<file path="src/rtl/hw2_seq_div.sv">
// hw2_seq_div: sequential restoring divider, the inverse of the hw2
// add/sub-multiply datapath d = (a+/-b)*c. Recovers (a+/-b) from the
// product d and multiplier c, one quotient bit per clock, MSB first.
//
// Ports:
//   clk, rst          clock; synchronous active-high reset
//   in_valid/in_ready request handshake; d, c, s captured on accept
//   d                 2*DATA_W-bit dividend (product)
//   c                 DATA_W-bit unsigned divisor
//   s                 1 = unsigned dividend, 0 = two's-complement dividend
//   out_valid/out_ready result handshake; results held until taken
//   q, r              quotient / remainder (signed when s=0, r follows d)
//   exact             remainder is zero
//   div0              divisor was zero (q all ones, r = d)
module hw2_seq_div #(
  parameter int DATA_W = 8
) (
  input  logic                  clk,
  input  logic                  rst,
  input  logic                  in_valid,
  output logic                  in_ready,
  input  logic [2*DATA_W-1:0]   d,
  input  logic [DATA_W-1:0]     c,
  input  logic                  s,
  output logic                  out_valid,
  input  logic                  out_ready,
  output logic [2*DATA_W-1:0]   q,
  output logic [2*DATA_W-1:0]   r,
  output logic                  exact,
  output logic                  div0
);

  localparam int DW    = 2 * DATA_W;
  localparam int CNT_W = $clog2(DW);
  localparam logic [CNT_W-1:0] CNT_LAST = CNT_W'(DW - 1);

  typedef enum logic [1:0] {IDLE, CALC, FIX, DONE} state_t;

  state_t              state_q;
  logic [CNT_W-1:0]    cnt_q;
  // Holds the dividend magnitude; quotient bits shift in at the LSB, so
  // after DW steps it holds the unsigned quotient.
  logic [DW-1:0]       dvd_q;
  logic [DATA_W:0]     rem_q;
  logic [DATA_W-1:0]   dsr_q;
  logic                neg_q;
  logic                dz_q;
  logic [DW-1:0]       q_q;
  logic [DW-1:0]       r_q;
  logic                exact_q;
  logic                div0_q;
  logic                vld_q;

  logic [DATA_W:0]     rem_d;
  logic [DW-1:0]       dvd_d;

  function automatic logic signed [DW-1:0] twos_neg(input logic signed [DW-1:0] x);
    return -x;
  endfunction

  // Magnitude of the dividend; 16'h8000 maps to itself, which is the
  // correct unsigned magnitude.
  function automatic logic [DW-1:0] dividend_mag(input logic [DW-1:0] x, input logic is_unsigned);
    if (!is_unsigned && x[DW-1])
      return twos_neg(x);
    return x;
  endfunction

  // One restoring step: shift in the next dividend bit, subtract if it fits.
  always_comb begin
    logic [DATA_W:0] rem_sh;
    logic            qbit;
    rem_sh = {rem_q[DATA_W-1:0], dvd_q[DW-1]};
    qbit   = 1'b0;
    rem_d  = rem_sh;
    if (rem_sh >= {1'b0, dsr_q}) begin
      rem_d = rem_sh - {1'b0, dsr_q};
      qbit  = 1'b1;
    end
    dvd_d = {dvd_q[DW-2:0], qbit};
  end

  // Reset is folded in so a request can never be accepted during reset.
  assign in_ready  = (state_q == IDLE) && !rst;
  assign out_valid = vld_q;
  assign q         = q_q;
  assign r         = r_q;
  assign exact     = exact_q;
  assign div0      = div0_q;

  always_ff @(posedge clk) begin
    if (rst) begin
      state_q <= IDLE;
      cnt_q   <= '0;
      q_q     <= '0;
      r_q     <= '0;
      exact_q <= 1'b0;
      div0_q  <= 1'b0;
      vld_q   <= 1'b0;
    end else begin
      case (state_q)
        // Accept: capture operands
        IDLE: begin
          if (in_valid) begin
            dsr_q <= c;
            cnt_q <= '0;
            rem_q <= '0;
            if (c == '0) begin
              // Divide-by-zero still passes through FIX so its latency
              // is one cycle, like the normal result path's final step.
              dz_q    <= 1'b1;
              neg_q   <= 1'b0;
              dvd_q   <= d;
              state_q <= FIX;
            end else begin
              dz_q    <= 1'b0;
              neg_q   <= ~s & d[DW-1];
              dvd_q   <= dividend_mag(d, s);
              state_q <= CALC;
            end
          end
        end
        // Iterate: one quotient bit per cycle
        CALC: begin
          rem_q <= rem_d;
          dvd_q <= dvd_d;
          cnt_q <= cnt_q + CNT_W'(1);
          if (cnt_q == CNT_LAST)
            state_q <= FIX;
        end
        // Sign fix-up and result registration
        FIX: begin
          if (dz_q) begin
            q_q     <= '1;
            r_q     <= dvd_q;
            exact_q <= 1'b0;
            div0_q  <= 1'b1;
          end else begin
            if (neg_q) begin
              q_q <= twos_neg(dvd_q);
              r_q <= twos_neg({{(DW-DATA_W-1){1'b0}}, rem_q});
            end else begin
              q_q <= dvd_q;
              r_q <= {{(DW-DATA_W-1){1'b0}}, rem_q};
            end
            exact_q <= (rem_q == '0);
            div0_q  <= 1'b0;
          end
          vld_q   <= 1'b1;
          state_q <= DONE;
        end
        // Hold result until the consumer takes it
        DONE: begin
          if (out_ready) begin
            vld_q   <= 1'b0;
            state_q <= IDLE;
          end
        end
        default: state_q <= IDLE;
      endcase
    end
  end

endmodule

</file>
<file path="config.mk">
export PLATFORM = sky130hd
export DESIGN_NAME = hw2_seq_div
export DESIGN_NICKNAME = d
export VERILOG_FILES = /design/src/rtl/hw2_seq_div.sv
export SDC_FILE = /design/constraint.sdc
export NUM_CORES = 1
export LEC_CHECK = 0
export BUFFER_PORTS_ARGS = -buffer_cell sky130_fd_sc_hd__buf_2
export CAP_MARGIN = 20
export CORE_MARGIN = 3
export CORE_UTILIZATION = 40
export CTS_CLUSTER_SIZE = 40
export DETAILED_ROUTE_END_ITERATION = 12
export HOLD_SLACK_MARGIN = 0.1
export PLACE_DENSITY = 0.63
export SLEW_MARGIN = 20
export SYNTH_ARGS = -nofsm -noshare
export SYNTH_HDL_FRONTEND = slang
export SYNTH_SLANG_ARGS = --single-unit
</file>
<file path="constraint.sdc">
create_clock -name clk -period 3.9 [get_ports clk]
set_input_delay 0.975 -clock clk [delete_from_list [all_inputs] [get_ports clk]]
set_output_delay 0.975 -clock clk [all_outputs]
set_load 0.1 [all_outputs]
</file>
==> results.toml <==
[power]
power_leakage_nw = 1.968
swShare = 0.4958
clockPowerShare = 0.163
pwr-share-comb = 0.505
vdd_drop_max_v = 0.0005005
power_frac_seq = 0.332
p_per_area_mw_per_mm2 = 797.1
p_int_mw = 2.018
switchingPower_mw = 1.985

[cts]
cts.hold.buffers_added = 0
cts_inserted_buffers = 9
ctsResizeCount = 0
root_buffer = "clkbuf_8"
tritoncts = "built"
cts.sink_count = 76
clk_pin_slew_ps = 80
cts_buffer_depth = 2
post_cts_buffers = 0
clkLatencyLatePin_ps = 350
ctsHtreeMaxLevel = 3

[setup_path]
endpoint_kind = "register"
rrSetupSlack_ps = 1270
critPathSlowestCell = "a31oi_1"
critPathRequiredTime_ps = 3990
path_max_fanout = 11
cp-start-kind = "register"
crit_type = "reg2reg"
cp.arrival_ps = 2720
cpPeakStageDelay_ps = 660
path_cells = "ha_1, and3_1, a21bo_2, a31oi_1, o21ai_0, o311a_1"

[sta]
finalHoldViolations = 0
setup_violations = 0
tns_ps = 0
min_period_ps = 2626
max_freq_mhz = 380.8
setup_slack_ps = 1274
max_slew.worst_pin.slew_ps = 827.0
skew_ps = 11.05
rsz0062_at_grt = "false"
finalCritPeriodShare = 0.6733
slew_viol_final = 0
slew_headroom = 0.4417

[floorplanning]
ios = 65
fp.dieArea_sq_mm = 0.01221
coreArea_sq_mm = 0.01046
die_w_um = 110.5
start_util = 0.4176
die_height_um = 110.5
rows = 37

[drt]
post-route-drc-count = 0
via_count = 3666
via_per_inst = 5.383
first_iter_violations = 205
totalWireLength_mm = 10.27
firstDrtPassIters = 5
routedWlPerCell_um = 15.08
ant_nets = 0

[synthesis]
synth_seq_area_share = 0.4284
synth_area_leaders = "edfxtp_1, dfxtp_1, o21ai_0"
synth_nets = 533
syn_area_sq_mm = 0.004369
ys_types = 55
yosysTopAreaCellShare = 0.2405
yosysWarnings = 0
syn_area_per_cell_sq_um = 8.990
ys_seq_elements = 76
synth-edff-count = 35
synth_top_area_cell = "edfxtp_1"
synthFlopType = "dfxtp_1"
syn_inst = 486
async_flop_share = 0

[placement]
place_ws_ps = 1049
dpl.hpwl_mm = 7.779
portBuffers = 64
gp_congestion = 0.9527
dpl_cell_area_sq_mm = 0.004806

[finish]
design_area_sq_mm = 0.005022
drive_gt1_frac = 0.1743
final_util = 0.4800
antennaDiodeCount = 0
nets = 587
area_growth_pct = 14.95

[global_routing]
antenna_found_initial = 0
grt_max_degree = 43
track_usage = 0.1685
grt_pass1_vias = 3398
overflow = 0
grt_pass1_wl_mm = 17.10

[run_status]
outcome = "completed"

[min_path]
hp-class = "reg2reg"

[run]
cap_violations = 0
==> cell families after synthesis <==
logic type	share of synthesized area
simple gates	0.1655
compound gates	0.2093
flops	0.4284
buf+inv	0.04725
xor+xnor	0.06816
fa+ha+maj	0.05326
mux	0.02806
==> sequential cells by signal, indices dropped and copies added, names as in the netlist <==
name	cells
out_valid	1
exact	1
q	16
neg_q	1
dsr_q	8
dz_q	1
r	16
div0	1
dvd_q	16
cnt_q	4
state_q	2
rem_q	9
==> power groups by stage <==
stage	registers, mW	clock network [mW]	logic (mW)
4_1_cts	1.33	0.672	2.03
5_1_grt	1.36	0.706	2.20
6_report	1.33	0.654	2.02
3_5_place_dp	1.34	0	2.02
3_3_place_gp	1.34	0	2.00
2_1_floorplan	2.00	0	0.946
==> synth_stat cells, types with 2 or more instances <==
| library cell | instances |
|---|---|
| a311oi_1 | 5 |
| o311a_1 | 2 |
| o311ai_0 | 3 |
| o31ai_1 | 9 |
| mux2i_1 | 10 |
| dfxtp_1 | 41 |
| nor4_1 | 3 |
| nor3_1 | 5 |
| o21ai_0 | 48 |
| nor3b_1 | 2 |
| nand3_1 | 12 |
| nand2_1 | 48 |
| mux2_2 | 2 |
| and2_1 | 2 |
| or3_1 | 5 |
| clkbuf_1 | 26 |
| and3_1 | 5 |
| edfxtp_1 | 35 |
| nand2b_1 | 14 |
| o31a_1 | 2 |
| o21a_1 | 2 |
| a211oi_1 | 14 |
| nand4_1 | 2 |
| nor2_1 | 39 |
| a22oi_1 | 3 |
| inv_1 | 27 |
| xnor2_1 | 15 |
| ha_1 | 17 |
| a31oi_1 | 2 |
| nor2b_1 | 8 |
| xor2_1 | 19 |
| a21o_1 | 2 |
| a21oi_1 | 28 |
| o211ai_1 | 8 |
==> layer usage <==
layer	track usage	wire (um)
met1	0.2505	5167
met2	0.2496	4439
met3	0.03397	523
met4	0.04269	138
met5	0	0
==> cell type report <==
| class | instances | area, sq um |
|---|---|---|
| fill | 1027 | 5440 |
| multi-input combinational | 355 | 2293 |
| sequential | 76 | 1872 |
| timing repair buffer | 70 | 365.4 |
| tap | 136 | 170.2 |
| clock buffer | 12 | 145.1 |
| inverter | 28 | 105.1 |
| clock inverter | 4 | 71.32 |
==> final timing paths <==
kind                  from        to  cells past startpoint
hold / removal        r[7]      r[7]                      2
hold reg to reg       r[7]      r[7]                      2
setup reg to reg  rem_q[2]  rem_q[0]                      6
setup / recovery  rem_q[2]  rem_q[0]                      6
==> metrics by stage <==
stage                     hold slack [ps]  power (mW)  std cells
final                               471.0       4.003        681
after global routing                493.2       4.262        681
after CTS                           471.8       4.026        681
after detailed placement            458.8       3.363        665
after global placement              450.4       3.337        665
after floorplan                     472.6       2.945        486
==> critical path, delay by kind of cell (launching register included) <==
| family | cells | cell delay, ps |
|---|---|---|
| AND/OR/NAND/NOR | 1 | 180 |
| flip-flops | 1 | 490 |
| adder cells (fa/ha/maj) | 1 | 410 |
| AO/OA/AOI/OAI | 4 | 1280 |
==> cell usage in the layout, fill, tap and decap left out, types with 6 or more instances in the layout <==
cell type,n
buf_2,64
nand2_1,48
o21ai_0,48
dfxtp_1,41
nor2_1,38
edfxtp_1,35
a21oi_1,28
inv_1,27
xor2_1,19
ha_1,17
xnor2_1,15
a211oi_1,14
nand2b_1,14
nand3_1,12
mux2i_1,10
clkbuf_8,10
o31ai_1,9
nor2b_1,8
o211ai_1,8
buf_4,6
(Power assumes the default switching activity.)
